===== src/rtl/key_calc_if.sv =====
// Key-pad strobe/code inputs and display-stage outputs of the key calculator.
interface key_calc_if;
  logic       key_stb;
  logic [3:0] key_code;
  logic [9:0] ans;
  logic       error;
  logic [1:0] state;

  modport master (output key_stb, key_code, input ans, error, state);
  modport slave  (input key_stb, key_code, output ans, error, state);
endinterface


===== src/rtl/key_calc_core.sv =====
// Key-driven signed calculator: synchronised key events, sign/magnitude operand
// entry, ADD/AND/OR/XOR on 10-bit two's complement, error state on overflow.
module key_calc_core #(
   parameter int unsigned LOCKOUT_CYCLES = 16
) (
   input logic        clk,
   input logic        rst_n,
   key_calc_if.slave  bus
);

   localparam int unsigned LW = (LOCKOUT_CYCLES < 1) ? 1 : $clog2(LOCKOUT_CYCLES + 1);

   typedef enum logic [1:0] {ENT_A = 2'd0, ENT_B = 2'd1, SHOW_RES = 2'd2, ERR = 2'd3} state_t;
   typedef enum logic [1:0] {OP_ADD = 2'd0, OP_AND = 2'd1, OP_OR = 2'd2, OP_XOR = 2'd3} op_t;

   logic          r_sync1, r_sync2, r_hist;
   logic [LW-1:0] r_lock;
   state_t        r_state, w_state_nxt;
   op_t           r_op, w_op_nxt;
   logic          r_a_sign, r_b_sign, w_a_sign_nxt, w_b_sign_nxt;
   logic [9:0]    r_a_mag, r_b_mag, w_a_mag_nxt, w_b_mag_nxt;
   logic [1:0]    r_a_cnt, r_b_cnt, w_a_cnt_nxt, w_b_cnt_nxt;
   logic [9:0]    r_ans, w_ans_nxt, w_show_nxt;
   logic          r_err;

   logic          w_evt;
   logic [3:0]    w_code;
   logic          w_is_digit, w_is_op;
   logic [9:0]    w_cur_mag;
   logic [13:0]   w_dig_val;
   logic [9:0]    w_a_tc, w_b_tc, w_res, w_r_mag;
   logic [10:0]   w_sum;
   logic          w_ovf;

   function automatic logic [9:0] to_tc(input logic s, input logic [9:0] m);
      return s ? (~m + 10'd1) : m;
   endfunction

   // Edges arriving while the lockout counter runs are lost; r_hist still
   // tracks the level so a key held past the lockout cannot fire again.
   assign w_evt      = r_sync2 & ~r_hist & (r_lock == '0);
   assign w_code     = bus.key_code;
   assign w_is_digit = (w_code < 4'd10);
   assign w_is_op    = (w_code >= 4'd11) && (w_code <= 4'd14);
   assign w_cur_mag  = (r_state == ENT_B) ? r_b_mag : r_a_mag;
   assign w_dig_val  = 14'(w_cur_mag) * 14'd10 + 14'(w_code);

   assign w_a_tc  = to_tc(r_a_sign, r_a_mag);
   assign w_b_tc  = to_tc(r_b_sign, r_b_mag);
   assign w_sum   = {w_a_tc[9], w_a_tc} + {w_b_tc[9], w_b_tc};
   assign w_ovf   = w_sum[10] ^ w_sum[9];
   assign w_r_mag = r_ans[9] ? (~r_ans + 10'd1) : r_ans;

   always_comb begin
      w_res = w_sum[9:0];
      case (r_op)
         OP_AND:  w_res = w_a_tc & w_b_tc;
         OP_OR:   w_res = w_a_tc | w_b_tc;
         OP_XOR:  w_res = w_a_tc ^ w_b_tc;
         default: w_res = w_sum[9:0];
      endcase
   end

   always_comb begin
      w_state_nxt  = r_state;
      w_op_nxt     = r_op;
      w_a_sign_nxt = r_a_sign;
      w_a_mag_nxt  = r_a_mag;
      w_a_cnt_nxt  = r_a_cnt;
      w_b_sign_nxt = r_b_sign;
      w_b_mag_nxt  = r_b_mag;
      w_b_cnt_nxt  = r_b_cnt;
      w_show_nxt   = r_ans;
      if (w_evt) begin
         case (r_state)
            ENT_A, ENT_B: begin
               if (w_is_digit) begin
                  if (((r_state == ENT_A) ? r_a_cnt : r_b_cnt) < 2'd3) begin
                     if (w_dig_val > 14'd511) begin
                        w_state_nxt = ERR;
                     end else if (r_state == ENT_A) begin
                        w_a_mag_nxt = w_dig_val[9:0];
                        w_a_cnt_nxt = r_a_cnt + 2'd1;
                     end else begin
                        w_b_mag_nxt = w_dig_val[9:0];
                        w_b_cnt_nxt = r_b_cnt + 2'd1;
                     end
                  end
               end else if (w_code == 4'd10) begin
                  if (r_state == ENT_A) w_a_sign_nxt = ~r_a_sign;
                  else                  w_b_sign_nxt = ~r_b_sign;
               end else if (w_is_op) begin
                  w_op_nxt = op_t'(w_code - 4'd11);
                  if (r_state == ENT_A) begin
                     w_b_sign_nxt = 1'b0;
                     w_b_mag_nxt  = '0;
                     w_b_cnt_nxt  = '0;
                     w_state_nxt  = ENT_B;
                  end
               end else if (r_state == ENT_B) begin
                  if ((r_op == OP_ADD) && w_ovf) begin
                     w_state_nxt = ERR;
                  end else begin
                     w_show_nxt  = w_res;
                     w_state_nxt = SHOW_RES;
                  end
               end
            end
            SHOW_RES: begin
               if (w_is_digit || w_is_op) begin
                  w_b_sign_nxt = 1'b0;
                  w_b_mag_nxt  = '0;
                  w_b_cnt_nxt  = '0;
               end
               if (w_is_digit) begin
                  w_a_sign_nxt = 1'b0;
                  w_a_mag_nxt  = 10'(w_code);
                  w_a_cnt_nxt  = 2'd1;
                  w_state_nxt  = ENT_A;
               end else if (w_is_op) begin
                  w_a_sign_nxt = r_ans[9];
                  w_a_mag_nxt  = w_r_mag;
                  w_a_cnt_nxt  = '0;
                  w_op_nxt     = op_t'(w_code - 4'd11);
                  w_state_nxt  = ENT_B;
               end
            end
            default: begin
               if (w_code == 4'd15) begin
                  w_a_sign_nxt = 1'b0;
                  w_a_mag_nxt  = '0;
                  w_a_cnt_nxt  = '0;
                  w_b_sign_nxt = 1'b0;
                  w_b_mag_nxt  = '0;
                  w_b_cnt_nxt  = '0;
                  w_state_nxt  = ENT_A;
               end
            end
         endcase
      end
      case (w_state_nxt)
         ENT_A:    w_ans_nxt = to_tc(w_a_sign_nxt, w_a_mag_nxt);
         ENT_B:    w_ans_nxt = to_tc(w_b_sign_nxt, w_b_mag_nxt);
         SHOW_RES: w_ans_nxt = w_show_nxt;
         default:  w_ans_nxt = '0;
      endcase
   end

   always_ff @(posedge clk or negedge rst_n) begin
      if (!rst_n) begin
         r_sync1  <= 1'b0;
         r_sync2  <= 1'b0;
         r_hist   <= 1'b0;
         r_lock   <= '0;
         r_state  <= ENT_A;
         r_op     <= OP_ADD;
         r_a_sign <= 1'b0;
         r_a_mag  <= '0;
         r_a_cnt  <= '0;
         r_b_sign <= 1'b0;
         r_b_mag  <= '0;
         r_b_cnt  <= '0;
         r_ans    <= '0;
         r_err    <= 1'b0;
      end else begin
         r_sync1  <= bus.key_stb;
         r_sync2  <= r_sync1;
         r_hist   <= r_sync2;
         if (w_evt)             r_lock <= LW'(LOCKOUT_CYCLES);
         else if (r_lock != '0) r_lock <= r_lock - 1'b1;
         r_state  <= w_state_nxt;
         r_op     <= w_op_nxt;
         r_a_sign <= w_a_sign_nxt;
         r_a_mag  <= w_a_mag_nxt;
         r_a_cnt  <= w_a_cnt_nxt;
         r_b_sign <= w_b_sign_nxt;
         r_b_mag  <= w_b_mag_nxt;
         r_b_cnt  <= w_b_cnt_nxt;
         r_ans    <= w_ans_nxt;
         r_err    <= (w_state_nxt == ERR);
      end
   end

   assign bus.ans   = r_ans;
   assign bus.error = r_err;
   assign bus.state = r_state;

endmodule


===== src/flat_wrapper.sv =====
// flat-port wrapper written by rule: the top's interface ports become plain ports
module key_calc_core_flat 
#(
   parameter int unsigned LOCKOUT_CYCLES = 16
)
  (clk, rst_n, bus_key_stb, bus_key_code, bus_ans, bus_error, bus_state);
  key_calc_if bus_i ();
  input logic clk;
  input logic rst_n;
  input wire logic [$bits(bus_i.key_stb)-1:0] bus_key_stb;
  input wire logic [$bits(bus_i.key_code)-1:0] bus_key_code;
  output wire logic [$bits(bus_i.ans)-1:0] bus_ans;
  output wire logic [$bits(bus_i.error)-1:0] bus_error;
  output wire logic [$bits(bus_i.state)-1:0] bus_state;
  assign bus_i.key_stb = bus_key_stb;
  assign bus_i.key_code = bus_key_code;
  assign bus_ans = bus_i.ans;
  assign bus_error = bus_i.error;
  assign bus_state = bus_i.state;
  key_calc_core #(.LOCKOUT_CYCLES(LOCKOUT_CYCLES)) u_core (.clk(clk), .rst_n(rst_n), .bus(bus_i));
endmodule

===== config.mk =====
export PLATFORM = sky130hd
export DESIGN_NAME = key_calc_core_flat
export DESIGN_NICKNAME = d
export VERILOG_FILES = /design/src/rtl/key_calc_if.sv /design/src/rtl/key_calc_core.sv /design/src/flat_wrapper.sv
export SDC_FILE = /design/constraint.sdc
export NUM_CORES = 1
export LEC_CHECK = 0
export CORE_MARGIN = 4
export CORE_UTILIZATION = 25
export CTS_CLUSTER_SIZE = 8
export DETAILED_ROUTE_END_ITERATION = 6
export HOLD_SLACK_MARGIN = 0.1
export PLACE_DENSITY = 0.39
export SLEW_MARGIN = 20
export SYNTH_ARGS = -nofsm -noshare
export SYNTH_HDL_FRONTEND = slang
export SYNTH_SLANG_ARGS = --single-unit
export TNS_END_PERCENT = 1

===== constraint.sdc =====
create_clock -name clk -period 5.85 [get_ports clk]
set_clock_uncertainty 0.1 [all_clocks]
set_input_delay 1.17 -clock clk [delete_from_list [all_inputs] [get_ports clk]]
set_output_delay 1.17 -clock clk [all_outputs]
set_load 0.01 [all_outputs]

==> results of run 1 <==
-- metal layers --
metal	track usage, %	routed length [µm]	part of all wire (%)
met3	1.71	913	4.2
met5	0	0	0
met4	3.57	318	1.5
met2	28.4	9980	46
met1	25.1	10600	49
-- worst max-delay path, stage by stage, from the launching register on --
cell       delay (ns)
dfrtp_1          0.39
nor2b_1          0.22
buf_12           0.20
mux2i_1          0.20
buf_4            0.15
inv_1            0.04
ha_1             0.28
ha_1             0.33
or2_1            0.27
and3_4           0.21
o311ai_1         0.38
and4_4           0.30
o2111ai_1        0.13
buf_4            0.19
a21oi_1          0.22
o22ai_1          0.13
inv_1            0.07
ha_1             0.17
inv_1            0.05
or3_4            0.41
o41ai_4          0.30
xnor2_1          0.15
a221o_1          0.38
-- registers in the layout, indices dropped and copies added (netlist names), 2 cells and up --
| name | cells |
|---|---|
| u_core.r_b_mag | 10 |
| u_core.r_op | 2 |
| u_core.r_lock | 5 |
| u_core.r_a_cnt | 2 |
| u_core.bus.state | 2 |
| u_core.bus.ans | 10 |
| u_core.r_b_cnt | 2 |
| u_core.r_a_mag | 10 |
-- report_power, final --
group          internal, W  leakage, nW  switching (W)
Sequential        0.000438        0.625       0.000171
Combinational     0.000987         2.23        0.00141
Clock             0.000214       0.0841       0.000138
Total              0.00164         2.94        0.00172
-- cells by family (layout without fill, tap and decap cells) --
group,Yosys count,in the layout
and+or+nand+nor,246,246
buffers and inverters,90,134
muxes,19,19
DFF,49,49
adders and majority gates,47,47
AOI/OAI and AO/OA,225,225
xor gates and xnor gates,53,53
-- layout by cell type (no fill, tap or decap), types with 4 or more instances in the layout --
master and n:
buf_4 48, a31oi_1 5, nor3_1 15, a21oi_1 36, inv_1 56, o221ai_1 4, or3_1 6, a211oi_1 9
o21ai_0 60, ha_1 44, o31ai_1 13, a22oi_1 14, a221o_1 4, nor2b_1 9, and2_1 7, nand2b_1 9
xor2_1 15, o21a_1 5, nand2_1 76, or4_1 4, dfrtp_1 49, clkdlybuf4s50_1 18, o211ai_1 5, or2_2 7
a41o_1 4, xnor2_1 38, mux2i_1 17, o22ai_1 6, clkbuf_16 5, nor2_1 74, a21o_1 8, nand3_1 13
-- final timing paths --
| check | from | endpoint |
|---|---|---|
| min in group asynchronous | rst_n | u_core.r_a_cnt[1] |
| setup / recovery | u_core.bus.state[1] | u_core.bus.ans[8] |
| setup reg to reg | u_core.bus.state[1] | u_core.bus.ans[8] |
| hold reg to reg | u_core.r_sync1 | u_core.r_sync2 |
| hold / removal | u_core.r_sync1 | u_core.r_sync2 |
| max in group asynchronous | rst_n | u_core.r_b_mag[6] |
-- stage by stage --
stage          cells  hold WS [ns]  setup slack [ns]  util (%)
2_1_floorplan    729         0.231             0.420         -
6_report        1053         0.258             0.468      30.1
3_3_place_gp    1045         0.232             0.466      29.3
4_1_cts         1053         0.260             0.499      30.1
5_1_grt         1053         0.267             0.173      30.1
3_5_place_dp    1045         0.245             0.428      29.3
-- area by class of cell --
type | instances | area share [%]
clock buffer | 7 | 2.15
multi-input combinational | 590 | 61.7
clock inverter | 1 | 0.454
timing repair buffer | 68 | 8.54
sequential | 49 | 18.5
tap | 280 | 5.29
inverter | 58 | 3.29
==> results.cfg, run 1 <==
[pwr]
p_leak_nw = 2.94
power_w = 0.00336
power_density_mw_per_mm2 = 508
irDropWorstVdd_mv = 0.155

[clock_tree]
cts_htree_levels = 2
hold_buffers = 0
numCtsBuffers = 5
cts_setup_buffers = 0
postCtsResizedCells = 0
cts_num_sinks = 49
root_buffer = clkbuf_16
clockBufferDepth = 2
insertion_delay_ns = 0.31
clk_pin_slew_ns = 0.08
cts_tree = built

[layout]
nFillCells = 2384
synthToLayoutAreaGrowth_pct = 16.8
fin_area_mm2 = 0.00662
final_nets = 826
multi_input_comb_area_mm2 = 0.00409
final-seq-area_mm2 = 0.00123
layout-drive-gt1-share_pct = 11.0
diodes = 0

[routing]
drtIter0Drc = 460
via_count = 5648
routed_via_density = 5.36
routed_wl_um = 21800
postRouteAntennaNets = 0
drcViolationCount = 0
drtPass1Iterations = 5
detail_route.wl_per_cell_um = 20.7

[critical_path]
critPathMaxFanout = 16
crit_type = reg2reg
startpoint_type = flip-flop
rr_worst_depth = 22
required_ns = 5.93
reg2reg_slack_ns = 0.47
arrival_ns = 5.46
cp-end-kind = flip-flop

[placement]
hpwl_um = 17400
finalWeightedCongestion = 0.892
portBuffers = 19
place_area_mm2 = 0.00645

[timing]
drv_slew = 0
final.setup.tns_ns = 0
fin_crit_ns = 5.38
finalCritPeriodShare_pct = 92.0
rsz0062_at_grt = no
tightest_slew_ns = 0.878
setup_viol = 0
relSlewSlack_pct = 41.5
fmaxAchievable_mhz = 186
hold_viol = 0

[yosys]
synth_fa_ha_area_share_pct = 10.8
yosys_warnings = 0
yosys.area_share.simple_pct = 21.2
ys_ff_latch = 49
synth_top_area_share_pct = 21.6
ys_types = 87
synthXorXnorAreaFrac_pct = 8.19
synth_top_family_by_area = compound AO/OA/AOI/OAI gates
synth_commonest_cells = nand2_1 (76), nor2_1 (74), o21ai_0 (60)
avgSynthCellArea_um2 = 7.77
synth.most_common_cell = nand2_1
synth_top_cell_by_area = dfrtp_1
ys_seq_area_share_pct = 21.6
synth_area_leaders = dfrtp_1 (22%), ha_1 (9.7%), xnor2_1 (5.9%), o21ai_0 (5.3%), nand2_1 (5.0%)
syn_area_mm2 = 0.00567
netlist_instances = 729
ys.flop_type = dfrtp_1
synth-edff-count = 0
ys_async_sr_fraction_pct = 100
synth_compound_area_share_pct = 28.3
syn-num-nets = 783
yosys-mux-area-fraction_pct = 3.67

[global_route]
antenna_found_initial = 0
grt.overflow.total = 0
grt_pass1_vias = 5396
grt_max_degree = 50
grt_pass1_wl_um = 33300
grt_usage_pct = 17.4

[floorplan]
dieArea_mm2 = 0.0251
rows = 54
die_h_um = 159
die_w_um = 159
io_pins = 20
coreArea_mm2 = 0.0220
start_util_pct = 25.7

[job]
max_cap_viol_count = 0

[hold_path]
holdCritPathClass = reg2reg
min_path_cells = 0

[status]
status = finished clean
No activity file was read; power rests on OpenSTA's default activity.
==> run 2, diff against run 1 <==
--- a/config.mk
+++ b/config.mk
@@ -11,6 +11,7 @@
 export DETAILED_ROUTE_END_ITERATION = 6
 export HOLD_SLACK_MARGIN = 0.1
 export PLACE_DENSITY = 0.39
+export SKIP_CTS_REPAIR_TIMING = 1
 export SLEW_MARGIN = 20
 export SYNTH_ARGS = -nofsm -noshare
 export SYNTH_HDL_FRONTEND = slang
==> results of run 2 <==
The final DEF is identical to that of run 1; final timing and power are the same.
==> run 3, diff against run 2 <==
--- a/config.mk
+++ b/config.mk
@@ -11,6 +11,7 @@
 export DETAILED_ROUTE_END_ITERATION = 6
 export HOLD_SLACK_MARGIN = 0.1
 export PLACE_DENSITY = 0.39
+export SETUP_SLACK_MARGIN = 0.15
 export SKIP_CTS_REPAIR_TIMING = 1
 export SLEW_MARGIN = 20
 export SYNTH_ARGS = -nofsm -noshare
==> results of run 3 <==
The final DEF is identical to that of run 1; final timing and power are the same.
